==> config.mk <==
export PLATFORM = sky130hd
export DESIGN_NAME = in_controller
export DESIGN_NICKNAME = d
export VERILOG_FILES = /design/src/rtl/in_controller_pkg.sv /design/src/rtl/in_controller.sv
export SDC_FILE = /design/constraint.sdc
export NUM_CORES = 1
export LEC_CHECK = 0
export CELL_PAD_IN_SITES_DETAIL_PLACEMENT = 0
export CELL_PAD_IN_SITES_GLOBAL_PLACEMENT = 1
export CORE_MARGIN = 4
export CORE_UTILIZATION = 32
export DETAILED_ROUTE_END_ITERATION = 7
export PLACE_DENSITY = 0.88
export SLEW_MARGIN = 5
export SYNTH_ARGS = -nofsm -noshare
export SYNTH_HDL_FRONTEND = slang
export SYNTH_SLANG_ARGS = --single-unit
==> constraint.sdc <==
create_clock -name clk -period 6.7 [get_ports clk]
set_input_delay 2.01 -clock clk [delete_from_list [all_inputs] [get_ports clk]]
set_output_delay 2.01 -clock clk [all_outputs]
set_load 0.1 [all_outputs]
==> src/rtl/in_controller_pkg.sv <==
// Shared types and defaults for the `in` instruction controller.
// Holds the default commit-ring width, the receive buffer width and the
// controller FSM state encoding.
package in_controller_pkg;

  // log2 of the commit-ring depth; sets tag and rollback-count width.
  localparam int DEFAULT_COMMIT_RING_WIDTH = 4;

  // log2 of the UART receive word buffer depth.
  localparam int IN_BUFFER_WIDTH = 5;

  typedef enum logic [1:0] {
    IDLE     = 2'd0,
    WAIT_RX  = 2'd1,
    RESULT   = 2'd2,
    ROLLBACK = 2'd3
  } in_ctrl_state_t;

endpackage

==> src/rtl/in_controller.sv <==
// Purpose: sequences speculative `in` reads against the UART receive word
//   buffer, tracks popped-but-uncommitted words and drives the buffer
//   rollback on a misprediction flush.
// Latency: request accept at N, pop no earlier than N+1, result valid the
//   cycle after the pop; rollback pulse the cycle after flush.
// Backpressure: one request in flight; req_ready drops while busy or when
//   the speculative count is saturated; result held until res_grant.
// Ports:
//   clk, reset              clock, synchronous active-high reset
//   req_valid/req_tag/req_ready   issue-side request handshake
//   rx_data/rx_valid/rx_ready     receive buffer pop handshake
//   res_valid/res_tag/res_data/res_grant  result to the CDB arbiter
//   commit, flush           commit-ring retire and misprediction squash
//   rx_rollback/rx_in_count receive buffer rewind request and amount
module in_controller
  import in_controller_pkg::*;
#(
  parameter int COMMIT_RING_WIDTH = DEFAULT_COMMIT_RING_WIDTH
) (
  input  logic                         clk,
  input  logic                         reset,
  input  logic                         req_valid,
  input  logic [COMMIT_RING_WIDTH-1:0] req_tag,
  output logic                         req_ready,
  input  logic [31:0]                  rx_data,
  input  logic                         rx_valid,
  output logic                         rx_ready,
  output logic                         res_valid,
  output logic [COMMIT_RING_WIDTH-1:0] res_tag,
  output logic [31:0]                  res_data,
  input  logic                         res_grant,
  input  logic                         commit,
  input  logic                         flush,
  output logic                         rx_rollback,
  output logic [COMMIT_RING_WIDTH-1:0] rx_in_count
);

  localparam int W = COMMIT_RING_WIDTH;
  localparam logic [W-1:0] CNT_MAX = '1;

  in_ctrl_state_t state_q, state_d;
  logic [W-1:0]   tag_q;
  logic [31:0]    data_q;
  logic [W-1:0]   spec_count_q, spec_count_d;
  logic [W-1:0]   rx_in_count_q;
  logic           accept, pop, commit_ok;

  assign accept    = req_valid && req_ready;
  assign pop       = rx_valid && rx_ready;
  // A commit with nothing outstanding is ignored so the count cannot wrap.
  assign commit_ok = commit && (spec_count_q != '0);

  // State register
  always_ff @(posedge clk) begin
    if (reset) state_q <= IDLE;
    else       state_q <= state_d;
  end

  // Next-state logic; flush overrides every state, including ROLLBACK
  always_comb begin
    state_d = state_q;
    if (flush) begin
      state_d = ROLLBACK;
    end else begin
      case (state_q)
        IDLE:     if (accept)    state_d = WAIT_RX;
        WAIT_RX:  if (pop)       state_d = RESULT;
        RESULT:   if (res_grant) state_d = IDLE;
        ROLLBACK:                state_d = IDLE;
        default:                 state_d = IDLE;
      endcase
    end
  end

  // Output logic; flush masks both handshakes in the same cycle
  always_comb begin
    req_ready   = 1'b0;
    rx_ready    = 1'b0;
    res_valid   = 1'b0;
    rx_rollback = 1'b0;
    if (!reset) begin
      case (state_q)
        IDLE:     req_ready   = !flush && (spec_count_q != CNT_MAX);
        WAIT_RX:  rx_ready    = !flush;
        RESULT:   res_valid   = 1'b1;
        ROLLBACK: rx_rollback = 1'b1;
        default:  ;
      endcase
    end
  end

  assign res_tag     = tag_q;
  assign res_data    = data_q;
  assign rx_in_count = rx_in_count_q;

  // Speculative count: a same-cycle pop and commit cancel out
  always_comb begin
    spec_count_d = spec_count_q;
    if (flush) begin
      spec_count_d = '0;
    end else if (pop && !commit_ok) begin
      spec_count_d = spec_count_q + 1'b1;
    end else if (!pop && commit_ok) begin
      spec_count_d = spec_count_q - 1'b1;
    end
  end

  always_ff @(posedge clk) begin
    if (reset) begin
      tag_q         <= '0;
      data_q        <= '0;
      spec_count_q  <= '0;
      rx_in_count_q <= '0;
    end else begin
      spec_count_q <= spec_count_d;
      if (accept) tag_q  <= req_tag;
      if (pop)    data_q <= rx_data;
      // A commit in the flush cycle retires an older read, so it is not
      // rewound. A second flush during ROLLBACK sees a cleared count.
      if (flush) rx_in_count_q <= commit_ok ? spec_count_q - 1'b1 : spec_count_q;
    end
  end

  a_commit_underflow: assert property (@(posedge clk) disable iff (reset)
    commit |-> (spec_count_q != '0));

  a_res_rx_exclusive: assert property (@(posedge clk)
    !(res_valid && rx_ready));

  // Only a back-to-back flush may stretch the rollback pulse.
  a_rollback_pulse: assert property (@(posedge clk) disable iff (reset)
    (rx_rollback && !flush) |=> !rx_rollback);

endmodule

# ---- Yosys cells after proc, flatten, opt, wreduce, memory -nomap -nowiden
# Cells that the tools add are included.
dict set report word_totals {
  regBits 46
  latchBits 0
  ram_bits 0
  romBits 0
  out_inout_bits 44
  elab_cells 44
  mem_count 0
}
dict set report op_classes {
  addsub 2
  multipliers 0
  div_mod_pow 0
  magnitude_cmp 0
  n_eq_ne 7
  shift 0
  muxes 16
  bitwise 0
  n_reduce_logical 14
}
# op count
set op_table {}
lappend op_table {{$mux W4} 3}
lappend op_table {{$ne A3 B3 Y1 const B} 3}
lappend op_table {{$mux W1} 8}
lappend op_table {{$mux W2} 4}
lappend op_table {{$pmux W2 S4} 1}
lappend op_table {{$logic_and A1 B1 Y1} 6}
lappend op_table {{$add A4 B1 Y4 const B} 1}
lappend op_table {{$eq A2 B2 Y1 const B} 2}
lappend op_table {{$ne A4 B4 Y1 const B} 1}
lappend op_table {{$reduce_bool A4 Y1} 1}
lappend op_table {{$sub A4 B1 Y4 const B} 1}
lappend op_table {{$logic_not A1 Y1} 3}
lappend op_table {{$reduce_and A3 Y1} 1}
lappend op_table {{$eq A2 B1 Y1 const B} 1}
lappend op_table {{$logic_not A2 Y1} 1}
lappend op_table {{$reduce_bool A2 Y1} 1}
lappend op_table {{$reduce_or A2 Y1} 1}

# ---- Longest topological paths before layout
# Gate-level depths: netlist of the first run.
dict set report depth {
  depth_word 8
  depth_mapped 8
  depth_no_buf 8
}

# ---- Worst setup path after synthesis of the first run
# OpenSTA, ideal clock, no wires.
dict set report synth_path {
  kind {input to output}
  startpoint {input port reset}
  endpoint {output port rx_rollback}
  t_arrival_ns 4.434
  t_required_ns 4.690
  path_slack_ns 0.256
  stages 2
  n_path_buf 1
  path_cell_list {clkbuf_1 nor3b_1}
}
dict set report synth_between {
  elab_chain_cells 1
}
# element line_no
set synth_rtl {}
lappend synth_rtl {{start: declaration} in_controller.sv:21} ;# input logic reset,
lappend synth_rtl {{$mux W1} in_controller.sv:81} ;# if (!reset) begin
lappend synth_rtl {{end: declaration} in_controller.sv:34} ;# output logic rx_rollback,
# Every way passes these cells.

# ---- Worst setup path after layout of the first run
dict set report layout_path {
  startpoint {input port flush}
  endpoint {output port req_ready}
}
dict set report layout_between {
  elab_chain_cells 4
}
# element line_no
set layout_rtl {}
lappend layout_rtl {{start: declaration} in_controller.sv:33} ;# input logic flush,
lappend layout_rtl {{$logic_not A1 Y1} in_controller.sv:83} ;# IDLE: req_ready = !flush && (spec_count_q != CNT_MAX);
lappend layout_rtl {{$logic_and A1 B1 Y1} in_controller.sv:83}
lappend layout_rtl {{$mux W1} in_controller.sv:82} ;# case (state_q)
lappend layout_rtl {{$mux W1} in_controller.sv:81}
lappend layout_rtl {{end: declaration} in_controller.sv:24} ;# output logic req_ready,
# Every way passes these cells.

==> flow_metrics.py, run 1 <==
metrics = {
    "status": {
        "status": "completed",
    },
    "floorplanning": {
        "row_count": 28,
        "core_area_um2": 5990,
        "die_x_um": 87.0,
        "die_y_um": 87.0,
        "ioPinCount": 87,
        "start_util_pct": 33.4,
        "dieArea_um2": 7580,
    },
    "critical_path": {
        "rr_worst_depth": 6,
        "crit_type": "in2out",
        "cp.arrival_ns": 3.81,
        "r2r_slack_ns": 4.41,
        "critPathMaxFanout": 11,
        "reg2reg_to": "spec_count_q[2]$_SDFFE_PP0P_",
        "cp-start-kind": "input port",
        "r2r-start": "state_q[0]$_SDFFE_PP0P_",
        "critPathRequiredTime_ns": 4.69,
        "end_kind": "primary output",
    },
    "clock_tree": {
        "cts_buffers": 5,
        "cts_tree": "done",
        "post_cts_resized": 0,
        "cts_root_buffer": "clkbuf_8",
        "cts.sinks": 46,
        "cts_max_level": 2,
        "worstSkewPairLatency_ns": 0.30,
        "clock_path_buffers": 2,
        "post_cts_buffers": 0,
        "clkSlewWorstSetupHoldPaths_ns": 0.09,
        "cts_hold_buf": 0,
    },
    "timing": {
        "final.period_utilization_pct": 86.9,
        "finClkSkew_ns": 0.00745,
        "fmax_ghz": 0.172,
        "tns_ns": 0,
        "relSlewSlack_pct": 33.2,
        "setup_viol": 0,
        "hold_viol": 0,
        "slew_violations": 0,
        "rsz0062_at_grt": "no",
        "tightest_slew_ns": 0.999,
        "layout_min_cycle_time_ns": 5.82,
        "worst_slack_ns": 0.877,
    },
    "hold_path": {
        "min_from": "res_data[14]$_SDFFE_PP0P_",
        "min_to": "res_data[14]$_SDFFE_PP0P_",
        "hold_depth": 2,
        "hp-class": "reg2reg",
    },
    "run": {
        "cap_violations": 0,
    },
    "synthesis": {
        "ys.flop_type": "dfxtp_1",
        "synth_top_area_cell": "dfxtp_1",
        "synth_area_leaders": "dfxtp_1 (46%), a21oi_1 (8.8%), nand3_1 (8.5%), o21ai_1 (5.8%), a311oi_1 (3.1%)",
        "synth_cell_types": 38,
        "syn_inst": 235,
        "synth_xor_area_share_pct": 0.876,
        "yosys.area_share.adder_pct": 1.88,
        "synth_mux_area_share_pct": 2.00,
        "synth_top_family_by_area": "compound AO/OA/AOI/OAI gates",
        "synth_warnings": 0,
        "syn_nets": 281,
        "yosysSeqAreaShare_pct": 46.1,
        "synth_area_um2": 2000,
        "synth_edf_count": 0,
        "synth_seq_cells": 46,
        "async_flop_share_pct": 0,
        "yosys.area.top_type_share_pct": 46.1,
        "syn_avg_cell_area_um2": 8.51,
        "yosys.area_share.simple_pct": 17.7,
        "synth-compound-area-share_pct": 23.8,
    },
    "power": {
        "clkPwrFrac_pct": 29.6,
        "pwr-share-seq_pct": 50.1,
        "leakage_nw": 0.990,
        "total_power_mw": 0.567,
        "powerDensity_nw_per_um2": 192,
        "power.switching_mw": 0.171,
        "ir_worst_vdd_v": 0.000107,
        "p_comb_share_pct": 20.3,
        "internal_power_mw": 0.396,
        "swShare_pct": 30.2,
    },
    "grt": {
        "grt_usage_pct": 14.8,
        "grt_overflow": 0,
        "antenna_found_initial": 0,
        "grt_max_degree": 52,
        "grt_pass1_vias": 2022,
        "grt_pass1_wl_um": 9150,
    },
    "route": {
        "viasPerCell": 5.18,
        "top_layer_used": "met4",
        "first_pass_iters": 4,
        "wl_um": 5530,
        "drtIter0Drc": 85,
        "wl_met3_um": 424,
        "ant_nets": 0,
        "vias": 1993,
        "met2_length_um": 2550,
        "drt-met1-wl_um": 2510,
        "wl_per_cell_um": 14.4,
        "post-route-drc-count": 0,
    },
    "finish": {
        "final_area_um2": 2960,
        "mostFrequentLayoutCells": "clkdlybuf4s50_1 (81), dfxtp_1 (46), a21oi_1 (35), nand3_1 (34), o21ai_1 (23)",
        "synthToLayoutAreaGrowth_pct": 48.0,
        "layout-drive-gt1-share_pct": 7.74,
        "final_cells": 385,
        "final_common_cell": "clkdlybuf4s50_1",
        "nets": 355,
        "antennaDiodeCount": 0,
    },
    "placement": {
        "dp_slack_ns": 0.881,
        "port_buffers": 86,
        "place_area_um2": 2870,
        "gp_congestion": 0.741,
        "placed_cells": 377,
        "dp_hpwl_um": 3680,
    },
}
-- layer usage --
layer,up-vias,GRT usage (%)
li1,996,-
met1,931,18.0
met2,64,25.2
met3,2,4.26
met4,0,4.53
met5,-,0
-- power groups by stage --
stage	clock (mW)	combinational (mW)	sequential [mW]
CTS	0.175	0.116	0.284
finish	0.168	0.115	0.284
global placement	0	0.115	0.290
detailed placement	0	0.116	0.291
floorplan	0	0.0399	0.323
global route	0.183	0.122	0.285
-- flip-flops by register name (all words and copies together) (netlist names) --
signal,cells
spec_count_q,4
rx_in_count,4
res_tag,4
res_data,32
state_q,2
-- worst max-delay path, stage by stage --
cell and delay [ns]:
clkdlybuf4s50_1 0.59, nor4_2 0.56, and2_0 0.42, buf_12 0.23
-- through the flow --
step | hold WS, ns | utilization [%]
3_5_place_dp | 0.469 | 48.0
2_1_floorplan | 0.486 | -
6_report | 0.479 | 49.4
5_1_grt | 0.515 | 49.4
3_3_place_gp | 0.462 | 48.0
4_1_cts | 0.481 | 49.4
-- layout make-up --
cell class	count	area [um2]
Multi-Input combinational cell	158	926
Fill cell	581	3030
Timing Repair Buffer	89	893
Inverter	9	38.8
Clock buffer	6	72.6
Tap cell	75	93.8
Clock inverter	2	13.8
Sequential cell	46	921
-- worst max path at each step --
| stage | startpoint | end | cells after the start |
|---|---|---|---|
| 2_1_floorplan | reset | rx_rollback | 2 |
| 3_5_place_dp | flush | req_ready | 4 |
| 4_1_cts | flush | req_ready | 4 |
| 3_3_place_gp | flush | req_ready | 4 |
| 5_1_grt | flush | req_ready | 4 |
| 6_report | flush | req_ready | 4 |
-- cell usage after synthesis (2+ instances only) --
cell type / count
a311oi_1: 7
clkbuf_1: 11
mux2i_1: 4
clkbuf_2: 2
nand3_1: 34
o21ai_1: 23
a31o_2: 4
or3_1: 2
nor3b_1: 3
inv_1: 7
buf_2: 5
ha_1: 3
nor2_1: 10
o21ai_0: 10
a211oi_1: 2
or3b_2: 2
dfxtp_1: 46
nand2_1: 4
buf_6: 3
a21oi_1: 35
-- cell families (layout without fill, tap and decap cells) --
| family | after synthesis | count (layout) |
|---|---|---|
| buf+inv | 31 | 106 |
| fa+ha+maj | 3 | 3 |
| compound gates | 84 | 84 |
| mux | 4 | 4 |
| simple gates | 65 | 65 |
| xor+xnor | 2 | 2 |
| flops | 46 | 46 |
Power figures use the tool's default switching activity.
==> run 2: changes to the inputs <==
==> constraint.sdc (replaced) <==
create_clock -name clk -period 6.7 [get_ports clk]
set_input_delay 1.34 -clock clk [delete_from_list [all_inputs] [get_ports clk]]
set_output_delay 1.34 -clock clk [all_outputs]
set_load 0.1 [all_outputs]
==> run 2 against run 1 <==
  * Critical path depth is 1 higher
  * Global-route usage is 0.82 points lower
  * Register-to-register slack better by 0.03 ns
  * Critical path type unchanged
  * Largest power group unchanged
==> flow_metrics.py, run 2 (synthesis results as in run 1) <==
metrics = {
    "placement": {
        "port_buffers": 86,
        "gp_congestion": 0.757,
        "dp_slack_ns": 1.48,
        "dp_hpwl_um": 3620,
        "place_area_um2": 2860,
    },
    "status": {
        "status": "completed",
    },
    "route": {
        "drt-met1-wl_um": 2360,
        "wl_um": 5400,
        "met2_length_um": 2540,
        "ant_nets": 0,
        "wl_per_cell_um": 14.1,
        "post-route-drc-count": 0,
        "first_pass_iters": 4,
        "drtIter0Drc": 115,
        "top_layer_used": "met4",
        "vias": 1986,
        "viasPerCell": 5.17,
        "wl_met3_um": 450,
    },
    "critical_path": {
        "cp_slowest_cell": "clkdlybuf4s50_1",
        "cp-start-kind": "input port",
        "cp.arrival_ns": 3.89,
        "critPathRequiredTime_ns": 5.36,
        "slowest_delay_ns": 1.18,
        "crit_type": "in2out",
        "cp_common_cell": "clkdlybuf4s50_1",
        "crit_chain": "clkdlybuf4s50_1, buf_4, nor4_2, and2_0, clkdlybuf4s50_1",
        "r2r_slack_ns": 4.44,
        "end_kind": "primary output",
        "critPathMaxFanout": 16,
    },
    "finish": {
        "synthToLayoutAreaGrowth_pct": 48.4,
        "layout-drive-gt1-share_pct": 6.80,
        "final_area_um2": 2970,
        "final_common_cell": "clkdlybuf4s50_1",
        "nets": 355,
        "largest_reg_flops": 32,
        "mostFrequentLayoutCells": "clkdlybuf4s50_1 (84), dfxtp_1 (46), a21oi_1 (35), nand3_1 (34), o21ai_1 (23)",
        "antennaDiodeCount": 0,
    },
    "grt": {
        "grt_pass1_wl_um": 8470,
        "grt_usage_pct": 14.0,
        "grt_pass1_vias": 1869,
        "grt_overflow": 0,
        "antenna_found_initial": 0,
        "grt_max_degree": 52,
    },
    "power": {
        "leakage_nw": 0.990,
        "ir_worst_vdd_v": 0.000132,
        "total_power_mw": 0.603,
        "powerDensity_nw_per_um2": 203,
    },
    "timing": {
        "worst_slack_ns": 1.47,
        "finClkSkew_ns": 0.00352,
        "tightest_slew_ns": 0.997,
        "hold_viol": 0,
        "setup_viol": 0,
        "rsz0062_at_grt": "no",
        "final.period_utilization_pct": 78.1,
        "tns_ns": 0,
        "hold_slack_ns": 0.479,
        "relSlewSlack_pct": 33.3,
        "layout_min_cycle_time_ns": 5.23,
        "slew_violations": 0,
        "fmax_ghz": 0.191,
    },
    "clock_tree": {
        "cts.sinks": 46,
        "post_cts_buffers": 0,
        "clkSlewWorstSetupHoldPaths_ns": 0.08,
        "clock_path_buffers": 2,
        "cts_tree": "done",
        "post_cts_resized": 0,
        "cts_buffers": 5,
        "worstSkewPairLatency_ns": 0.29,
        "cts_root_buffer": "clkbuf_8",
        "cts_hold_buf": 0,
        "cts_max_level": 2,
    },
    "hold_path": {
        "hp-class": "reg2reg",
    },
    "floorplanning": {
        "dieArea_um2": 7580,
        "row_count": 28,
        "die_x_um": 87.0,
        "core_area_um2": 5990,
        "start_util_pct": 33.4,
        "die_y_um": 87.0,
        "ioPinCount": 87,
    },
    "run": {
        "cap_violations": 0,
    },
}
## run 2: power by group
group	switching (mW)	total, mW	leakage [nW]	internal [mW]
Clock	0.0862	0.206	0.0573	0.119
Sequential	0.00487	0.284	0.373	0.279
Combinational	0.0716	0.114	0.560	0.0420
Total	0.163	0.603	0.990	0.441
## run 2: worst paths after layout
kind | cells past startpoint | end | from
max | 5 | req_ready | flush
min reg2reg | 2 | res_data[0]$_SDFFE_PP0P_ | res_data[0]$_SDFFE_PP0P_
max reg2reg | 7 | spec_count_q[2]$_SDFFE_PP0P_ | spec_count_q[0]$_SDFFE_PP0P_
min | 2 | res_data[0]$_SDFFE_PP0P_ | res_data[0]$_SDFFE_PP0P_
## run 2: area by class of cell
| cell class | count | area (um2) |
|---|---|---|
| Clock buffer | 6 | 82.6 |
| Inverter | 9 | 38.8 |
| Timing Repair Buffer | 89 | 876 |
| Clock inverter | 1 | 30.0 |
| Fill cell | 577 | 3020 |
| Sequential cell | 46 | 921 |
| Multi-Input combinational cell | 158 | 926 |
| Tap cell | 75 | 93.8 |
## run 2: routing by layer
layer	vias to the layer above	global-route usage (%)
met4	0	4.25
met3	5	3.88
met5	-	0
met1	923	17.1
met2	67	23.9
li1	991	-
## run 2: per-stage QoR
stage,utilization (%),std cells
2_1_floorplan,-,235
3_3_place_gp,47.7,377
3_5_place_dp,47.7,377
4_1_cts,49.5,384
5_1_grt,49.5,384
6_report,49.5,384
## run 2: critical path: cells and delay by family
family	cells	cell delay, ns
buffers and inverters	3	1.75
AND/OR/NAND/NOR	2	0.79
